$ cat src/rtl/spi_master_core.sv
// Mode-0 SPI master (CPOL=0, CPHA=0, MSB first), one transfer per cmd handshake, rsp is a one-cycle pulse.
// Latency handshake -> cmd_ready is CLK_DIV*(2n+2)+1 cycles; cmd_ready stays low while busy, rsp cannot be stalled.
module spi_master_core #(
  parameter int NBR_OF_SLAVE = 3,
  parameter int DATA_WIDTH   = 32,
  parameter int CLK_DIV      = 4
) (
  input  logic                            clk,
  input  logic                            rst,
  input  logic                            cmd_valid,
  output logic                            cmd_ready,
  input  logic [$clog2(NBR_OF_SLAVE)-1:0] cmd_sel,
  input  logic [$clog2(DATA_WIDTH+1)-1:0] cmd_nbits,
  input  logic [DATA_WIDTH-1:0]           cmd_tx,
  output logic                            rsp_valid,
  output logic                            rsp_err,
  output logic [DATA_WIDTH-1:0]           rsp_rx,
  output logic                            mosi_o,
  output logic                            mosi_t,
  input  logic                            miso_i,
  output logic                            miso_t,
  output logic                            sck_o,
  output logic                            sck_t,
  output logic [NBR_OF_SLAVE-1:0]         ss_o,
  output logic                            ss_t
);

  localparam int SW = $clog2(NBR_OF_SLAVE);
  localparam int NW = $clog2(DATA_WIDTH + 1);
  localparam int IW = $clog2(DATA_WIDTH);
  localparam int DW = $clog2(CLK_DIV);

  // One-hot so that sck_o and the select decode come straight off flops.
  typedef enum logic [5:0] {
    S_IDLE  = 6'b000001,
    S_SETUP = 6'b000010,
    S_HIGH  = 6'b000100,
    S_LOW   = 6'b001000,
    S_GAP   = 6'b010000,
    S_ERR   = 6'b100000
  } state_t;

  state_t state, state_nxt;

  logic [SW-1:0]           sel_q;
  logic [NW-1:0]           bits_left;
  logic [DATA_WIDTH-1:0]   tx_q;
  logic [DATA_WIDTH-1:0]   rx_q;
  logic [DW-1:0]           div_cnt;
  logic                    mosi_q;
  logic                    sck_q;
  logic [NBR_OF_SLAVE-1:0] ss_q;
  logic                    rsp_valid_q;
  logic                    rsp_err_q;
  logic [DATA_WIDTH-1:0]   rsp_rx_q;
  logic                    tri_q;

  logic [NW-1:0]           n_eff;
  logic                    sel_bad;
  logic                    div_done;
  logic                    accept;
  logic [IW-1:0]           first_idx;
  logic [IW-1:0]           next_idx;
  logic [SW-1:0]           sel_use;
  logic [NBR_OF_SLAVE-1:0] ss_d;
  logic                    sck_d;
  logic                    rsp_done_d;
  logic                    rsp_err_d;
  logic                    enter_high;
  logic                    mosi_adv;

  assign n_eff     = (cmd_nbits == '0 || cmd_nbits > NW'(DATA_WIDTH)) ? NW'(DATA_WIDTH) : cmd_nbits;
  assign sel_bad   = int'(cmd_sel) >= NBR_OF_SLAVE;
  assign div_done  = (div_cnt == DW'(CLK_DIV - 1));
  assign accept    = cmd_valid && cmd_ready;
  assign first_idx = IW'(n_eff - NW'(1));
  assign next_idx  = IW'(bits_left - NW'(1));

  always_ff @(posedge clk) begin
    if (rst) state <= S_IDLE;
    else     state <= state_nxt;
  end

  always_comb begin
    state_nxt = state;
    unique case (state)
      S_IDLE:  if (cmd_valid) state_nxt = sel_bad ? S_ERR : S_SETUP;
      S_ERR:   state_nxt = S_IDLE;
      S_SETUP: if (div_done) state_nxt = S_HIGH;
      S_HIGH:  if (div_done) state_nxt = S_LOW;
      S_LOW:   if (div_done) state_nxt = (bits_left != '0) ? S_HIGH : S_GAP;
      S_GAP:   if (div_done) state_nxt = S_IDLE;
      default: state_nxt = S_IDLE;
    endcase
  end

  // Bus outputs are decoded from the next state and registered, so pins never glitch.
  always_comb begin
    cmd_ready  = (state == S_IDLE) && !rst;
    sel_use    = (state == S_IDLE) ? cmd_sel : sel_q;
    ss_d       = '1;
    if (state_nxt inside {S_SETUP, S_HIGH, S_LOW}) begin
      for (int i = 0; i < NBR_OF_SLAVE; i++) ss_d[i] = (int'(sel_use) != i);
    end
    sck_d      = (state_nxt == S_HIGH);
    rsp_done_d = (state == S_LOW) && (state_nxt == S_GAP);
    rsp_err_d  = (state_nxt == S_ERR);
    enter_high = (state_nxt == S_HIGH) && (state != S_HIGH);
    mosi_adv   = (state == S_HIGH) && (state_nxt == S_LOW) && (bits_left != '0);
  end

  always_ff @(posedge clk) begin
    tri_q <= rst;
    if (rst) begin
      sel_q       <= '0;
      bits_left   <= '0;
      tx_q        <= '0;
      rx_q        <= '0;
      div_cnt     <= '0;
      mosi_q      <= 1'b0;
      sck_q       <= 1'b0;
      ss_q        <= '1;
      rsp_valid_q <= 1'b0;
      rsp_err_q   <= 1'b0;
      rsp_rx_q    <= '0;
    end else begin
      div_cnt <= (state_nxt != state) ? '0 : div_cnt + DW'(1);
      if (accept) begin
        sel_q     <= cmd_sel;
        bits_left <= n_eff;
        tx_q      <= cmd_tx;
        rx_q      <= '0;
        if (!sel_bad) mosi_q <= cmd_tx[first_idx];
      end
      if (enter_high) begin
        rx_q      <= {rx_q[DATA_WIDTH-2:0], miso_i};
        bits_left <= bits_left - NW'(1);
      end
      if (mosi_adv) mosi_q <= tx_q[next_idx];
      sck_q       <= sck_d;
      ss_q        <= ss_d;
      rsp_valid_q <= rsp_done_d || rsp_err_d;
      rsp_err_q   <= rsp_err_d;
      if (rsp_err_d)       rsp_rx_q <= '0;
      else if (rsp_done_d) rsp_rx_q <= rx_q;
    end
  end

  assign rsp_valid = rsp_valid_q;
  assign rsp_err   = rsp_err_q;
  assign rsp_rx    = rsp_rx_q;
  assign mosi_o    = mosi_q;
  assign sck_o     = sck_q;
  assign ss_o      = ss_q;
  assign mosi_t    = tri_q;
  assign sck_t     = tri_q;
  assign ss_t      = tri_q;
  assign miso_t    = 1'b1;

endmodule

$ cat config.mk
export PLATFORM = sky130hd
export DESIGN_NAME = spi_master_core
export DESIGN_NICKNAME = d
export VERILOG_FILES = /design/src/rtl/spi_master_core.sv
export SDC_FILE = /design/constraint.sdc
export NUM_CORES = 1
export LEC_CHECK = 0
export ABC_AREA = 1
export CORE_MARGIN = 3
export CORE_UTILIZATION = 28
export DETAILED_ROUTE_END_ITERATION = 7
export SYNTH_ARGS = -nofsm -noshare
export SYNTH_HDL_FRONTEND = slang
export SYNTH_SLANG_ARGS = --single-unit
$ cat constraint.sdc
create_clock -name clk -period 2.46 [get_ports clk]
set_clock_uncertainty 0.1 [all_clocks]
set_input_delay 0.246 -clock clk [delete_from_list [all_inputs] [get_ports clk]]
set_output_delay 0.246 -clock clk [all_outputs]
set_load 0.01 [all_outputs]
Word-level counts from Yosys, hierarchy flattened:

Index checks and enable logic that the tools add are counted.

* add/sub/neg operators: 3
* $mul: 0
* div/mod/pow operators: 0
* magnitude comparators: 4
* equal/unequal tests: 16
* shift operators: 0
* muxes and demuxes: 21
* bitwise operators: 1
* reduce and logical (&&, ||, !) cells: 19

Operator list (count)
* two-way mux 32 bit: 2
* two-way mux 6 bit: 9
* case mux 6 bit (5 select lines): 1
* == test 6 x 2 -> 1 bit, second input constant: 2
* == test 6 x 3 -> 1 bit, second input constant: 2
* == test 6 x 4 -> 1 bit, second input constant: 2
* == test 6 x 5 -> 1 bit, second input constant: 2
* < comparator 5 x 6 -> 1 bit, second input constant: 2
* binary-select mux 1 bit (select 5 bit): 2
* == test 6 x 1 -> 1 bit, second input constant: 1
* == test 6 bit, second input constant: 1
* greater-than comparator 6 bit, second input constant: 1
* logical AND 1 bit: 6
* zero test 6 bit: 1
* inequality test 6 x 3 -> 1 bit, second input constant: 1
* inequality test 6 bit: 1
* nonzero test 2 bit: 3
* nonzero test 6 bit: 1
* OR reduction 2 bit: 3
* subtractor 6 x 1 -> 6 bit, second input constant: 1
* two-way mux 1 bit: 5
* two-way mux 5 bit: 1
* subtractor 5 x 1 -> 5 bit, second input constant: 1
* inequality test 2 bit, second input constant: 2
* 10 further kinds: 11

* register bits after elaboration: 120
* bits in latches: 0
* memory bits (writable): 0
* memory bits (read-only): 0
* input bits: 44
* word-level logic and storage cells: 77
* memories kept: 0

Logic depth before layout (Yosys ltp):

* depth after elaboration: 9
* mapped depth: 17

Least setup slack after synthesis:

OpenSTA, ideal clock, no wires.

* path kind: reg2reg
* start point: reg bits_left[0]
* end point: reg mosi_q (netlist: mosi_o)
* setup time: 0.070 ns
* arrival: 2.238 ns
* required time: 2.290 ns
* path slack: 0.052 ns
* cell stages (with the launch flop): 15
* buffers on the path: 4
* clock period less this slack: 2.408 ns
* path through: dfxtp_1 -> buf_2 -> clkinv_1 -> buf_2 -> ha_1 -> clkbuf_1 -> buf_2 -> o21ai_0 -> o211ai_1 -> o211ai_1 -> nand2_1 -> inv_1 -> o211ai_1 -> nand2_1 -> a21oi_1

* cells in the longest elaborated chain, start to end: 9

Ends and longest elaborated chain
* from (decl): RTL line 46 `logic [NW-1:0] bits_left;`
* from (signal assigned): RTL line 130 `bits_left <= n_eff;`
* from (signal assigned): RTL line 137 `bits_left <= bits_left - NW'(1);`
* nonzero test 6 bit: RTL line 91, 109
* two-way mux 5 bit: RTL line 91 `S_LOW: if (div_done) state_nxt = (bits_left != '0) ? S_HIGH : S_GAP;`
* two-way mux 6 bit: RTL line 91
* case mux 6 bit (5 select lines): RTL line 86 `unique case (state)`
* == test 6 x 4 -> 1 bit: RTL line 109 `mosi_adv = (state == S_HIGH) && (state_nxt == S_LOW) && (bits_left != '0);`
* logical AND 1 bit (2 in series): RTL line 109
* inequality test 2 x 1 -> 1 bit (no source line) or nonzero test 2 bit (tied branches)
* AND reduction 2 bit (no source line)
* to (signal assigned): RTL line 133 `if (!sel_bad) mosi_q <= cmd_tx[first_idx];`
* to (signal assigned): RTL line 139 `if (mosi_adv) mosi_q <= tx_q[next_idx];`
* to (decl): RTL line 50 `logic mosi_q;`

Parallel ways exist; a longest one is shown, timed or not. The select of a mux whose other input is x is not followed.
A chain may end at the register's enable or synchronous reset.

Worst setup path after layout:

* start point: reg state[2]
* end point: out cmd_ready

* cells in the longest elaborated chain, start to end: 2

Ends and longest elaborated chain
* from (decl): RTL line 43 `state_t state, state_nxt;`
* from (signal assigned): RTL line 81 `else state <= state_nxt;`
* == test 6 x 1 -> 1 bit: RTL line 99 `cmd_ready = (state == S_IDLE) && !rst;`
* logical AND 1 bit: RTL line 99
* to (decl): RTL line 11 `output logic cmd_ready,`

No other way between the ends.

==> out/metrics.cfg <==
[outcome]
status=finished clean

[global_route]
gr-total-overflow=0
grtUsageMet2_pct=21.1
antenna_found_initial=0
met1_usage_pct=16.6
gr-usage-met3_pct=3.86
grtUsageTotal_pct=13.0
grt_pass1_wl_microns=22900
busiest_layer=met2
grt_pass1_vias=4769
grt_start_max_net_pins=56

[yosys]
synth_area_sq_um=5440
synth_cells=751
synth_cell_types=38
synthArstFlopShare_pct=0
avgSynthCellArea_sq_um=7.24
synth_edf_count=0
synth_top_area_share_pct=44.2
yosys.area.top_type=dfxtp_1
syn_nets=798
synthTopCellsByArea=dfxtp_1, nand2_1, o21ai_0
yosys_warnings=0
synth_seq_cells=120
synth-main-ff-cell=dfxtp_1
ys_seq_area_share_pct=44.2

[floorplan]
die_y_microns=145
core-area_sq_um=18900
dieArea_sq_um=21100
fp.dieW_microns=145
initial_utilization_pct=28.8
rows=50
ios=88

[placed_design]
postPlaceCellArea_sq_um=6560
dp_hpwl_microns=9430
place_congestion=0.873
io_buffers=86

[sta]
fin_tns_setup_ns=0
relSlewSlack_pct=65.0
setup_viol=0
finalCritPeriodShare_pct=95.8
fin_crit_ns=2.36
rsz0062_at_grt=no
drv_slew=0
fmax_ghz=0.424
hold_violations=0
tightest_slew_ns=0.526

[setup_path]
critPathLaunchType=flip-flop
critPathMaxFanout=7
cp.arrival_ns=2.01
rr_worst_depth=10
cp-end-kind=output port
worstSetupPathType=flip-flop to output port
cp_data_required_time_ns=2.11

[pwr]
pwr-share-comb_pct=11.8
share_seq_of_total_power_pct=40.7
intPower_mw=3.67
swShare_pct=27.1
clockPowerShare_pct=47.5
power.switching_mw=1.36
power_leakage_nw=2.80
total_power_mw=5.03
ir_drop_mv=0.510
p_per_area_nw_per_um2=705

[layout]
layout.nets=879
area_growth_pct=31.2
regArea_sq_um=2400
fin_util_pct=37.8
insertedDiodeCount=0
drive_above_1_share_pct=9.47
multi_input_area_sq_um=2430
design_area_sq_um=7140
fillers=2037

[route]
wl_per_cell_microns=12.3
drc=0
routed_wl_microns=13600
vias=5036
drtAntennaViolNets=0
dr.pass1.iters=7
avgViaCountPerCell=4.56
drt-initial-drc-count=247

[worst_hold_path]
hold_path.class=input port to flip-flop
whs_path_depth=3

[cts]
cts-resized-gates=0
cts_sinks=120
cts_buffer_depth=2
htreeDepth=4
cts_tree=done
clkLatencyLatePin_ns=0.42
clkSlewWorstSetupHoldPaths_ns=0.06
cts-root-buf=clkbuf_16
cts_buffers=17

[job]
cap_violations=0

sequential cells by signal (all words and copies together) (netlist names), 2 cells and up:
name / flops
state: 6
rsp_rx: 32
div_cnt: 2
tx_q: 32
sel_q: 2
ss_o: 3
rx_q: 32
bits_left: 6
routing by layer:
metal	routed length [microns]	vias up
met1	6420	2266
met2	6230	129
met4	172	0
met3	733	18
li1	-	2623
met5	0	-
cell usage in the layout (no fill, tap or decap), types with 4 or more instances in the layout:
cell type | Yosys | final
dfxtp_1 | 120 | 120
inv_1 | 89 | 89
clkinv_4 | 0 | 4
nand3_1 | 60 | 59
nor2_1 | 53 | 53
clkdlybuf4s50_1 | 0 | 85
nand2_1 | 139 | 139
inv_6 | 0 | 4
buf_4 | 4 | 21
clkbuf_16 | 0 | 17
o21ai_0 | 90 | 90
nand4_1 | 19 | 19
nand3_2 | 3 | 4
o211ai_1 | 10 | 10
xor2_1 | 6 | 6
a21oi_1 | 75 | 74
final timing paths:
check | slack (ns) | from | to
max | 0.10 | state[2]$_SDFF_PP0_ | cmd_ready
min | 0.29 | miso_i | rx_q[0]$_SDFFE_PP0P_
max reg2reg | 0.14 | bits_left[0]$_SDFFE_PP0P_ | mosi_o$_SDFFE_PP0P_
min reg2reg | 0.33 | div_cnt[0]$_SDFF_PP0_ | div_cnt[0]$_SDFF_PP0_
final cells by class:
cell class | instances | area share, %
multi-input cells | 490 | 34.0
flip-flops and latches | 120 | 33.7
inverters | 93 | 4.89
repair buffers | 110 | 14.9
well taps | 260 | 4.56
clock buffers | 18 | 6.01
clock inverters | 14 | 1.96
power groups by stage:
stage,clock network [mW],logic (mW),registers (mW)
after floorplan,0,0.383,2.08
after CTS,2.45,0.599,2.05
after global routing,2.54,0.672,2.05
final,2.39,0.595,2.05
after global placement,0,0.594,2.09
after detailed placement,0,0.596,2.09
per-stage QoR:
| stage | cells | hold slack (ns) | setup slack, ns |
|---|---|---|---|
| floorplan | 751 | 0.174 | 0.0518 |
| global placement | 1072 | 0.310 | 0.0382 |
| detailed placement | 1072 | 0.315 | -0.0512 |
| CTS | 1105 | 0.280 | 0.0878 |
| global route | 1105 | 0.312 | 0.0134 |
| finish | 1105 | 0.293 | 0.102 |
worst max-delay path, stage by stage, from the launching register on:
cell and delay (ns):
dfxtp_1 0.41, nor2_2 0.22, nand4_2 0.22, nor2_2 0.17, clkdlybuf4s50_1 0.58
kinds of logic after synthesis:
family	Yosys count	synth area share, %
other	1	0.0689
adders and majority gates	3	0.690
AOI/OAI and AO/OA	186	18.3
DFF	120	44.2
and+or+nand+nor	292	24.1
xor gates and xnor gates	8	1.29
buffers and inverters	141	11.4
cells in the mapped netlist (3+ instances only):
cell,n
nand3_2,3
xor2_1,6
buf_4,4
or2_2,3
nand3_1,60
buf_2,6
o21ai_0,90
nor2_1,53
nor2_4,3
nand2_2,3
ha_1,3
o211ai_1,10
buf_6,9
a21oi_1,75
nand2_1,139
dfxtp_1,120
nor2_2,3
a31oi_1,3
clkbuf_1,27
nand4_1,19
inv_1,89
repair_timing:
action / 4_1_cts / 5_1_grt
hold endpoints to repair: 1 / 0
hold buffers: 1 / 0
buffers inserted: 0 / 0
Power figures use the tool's default switching activity.
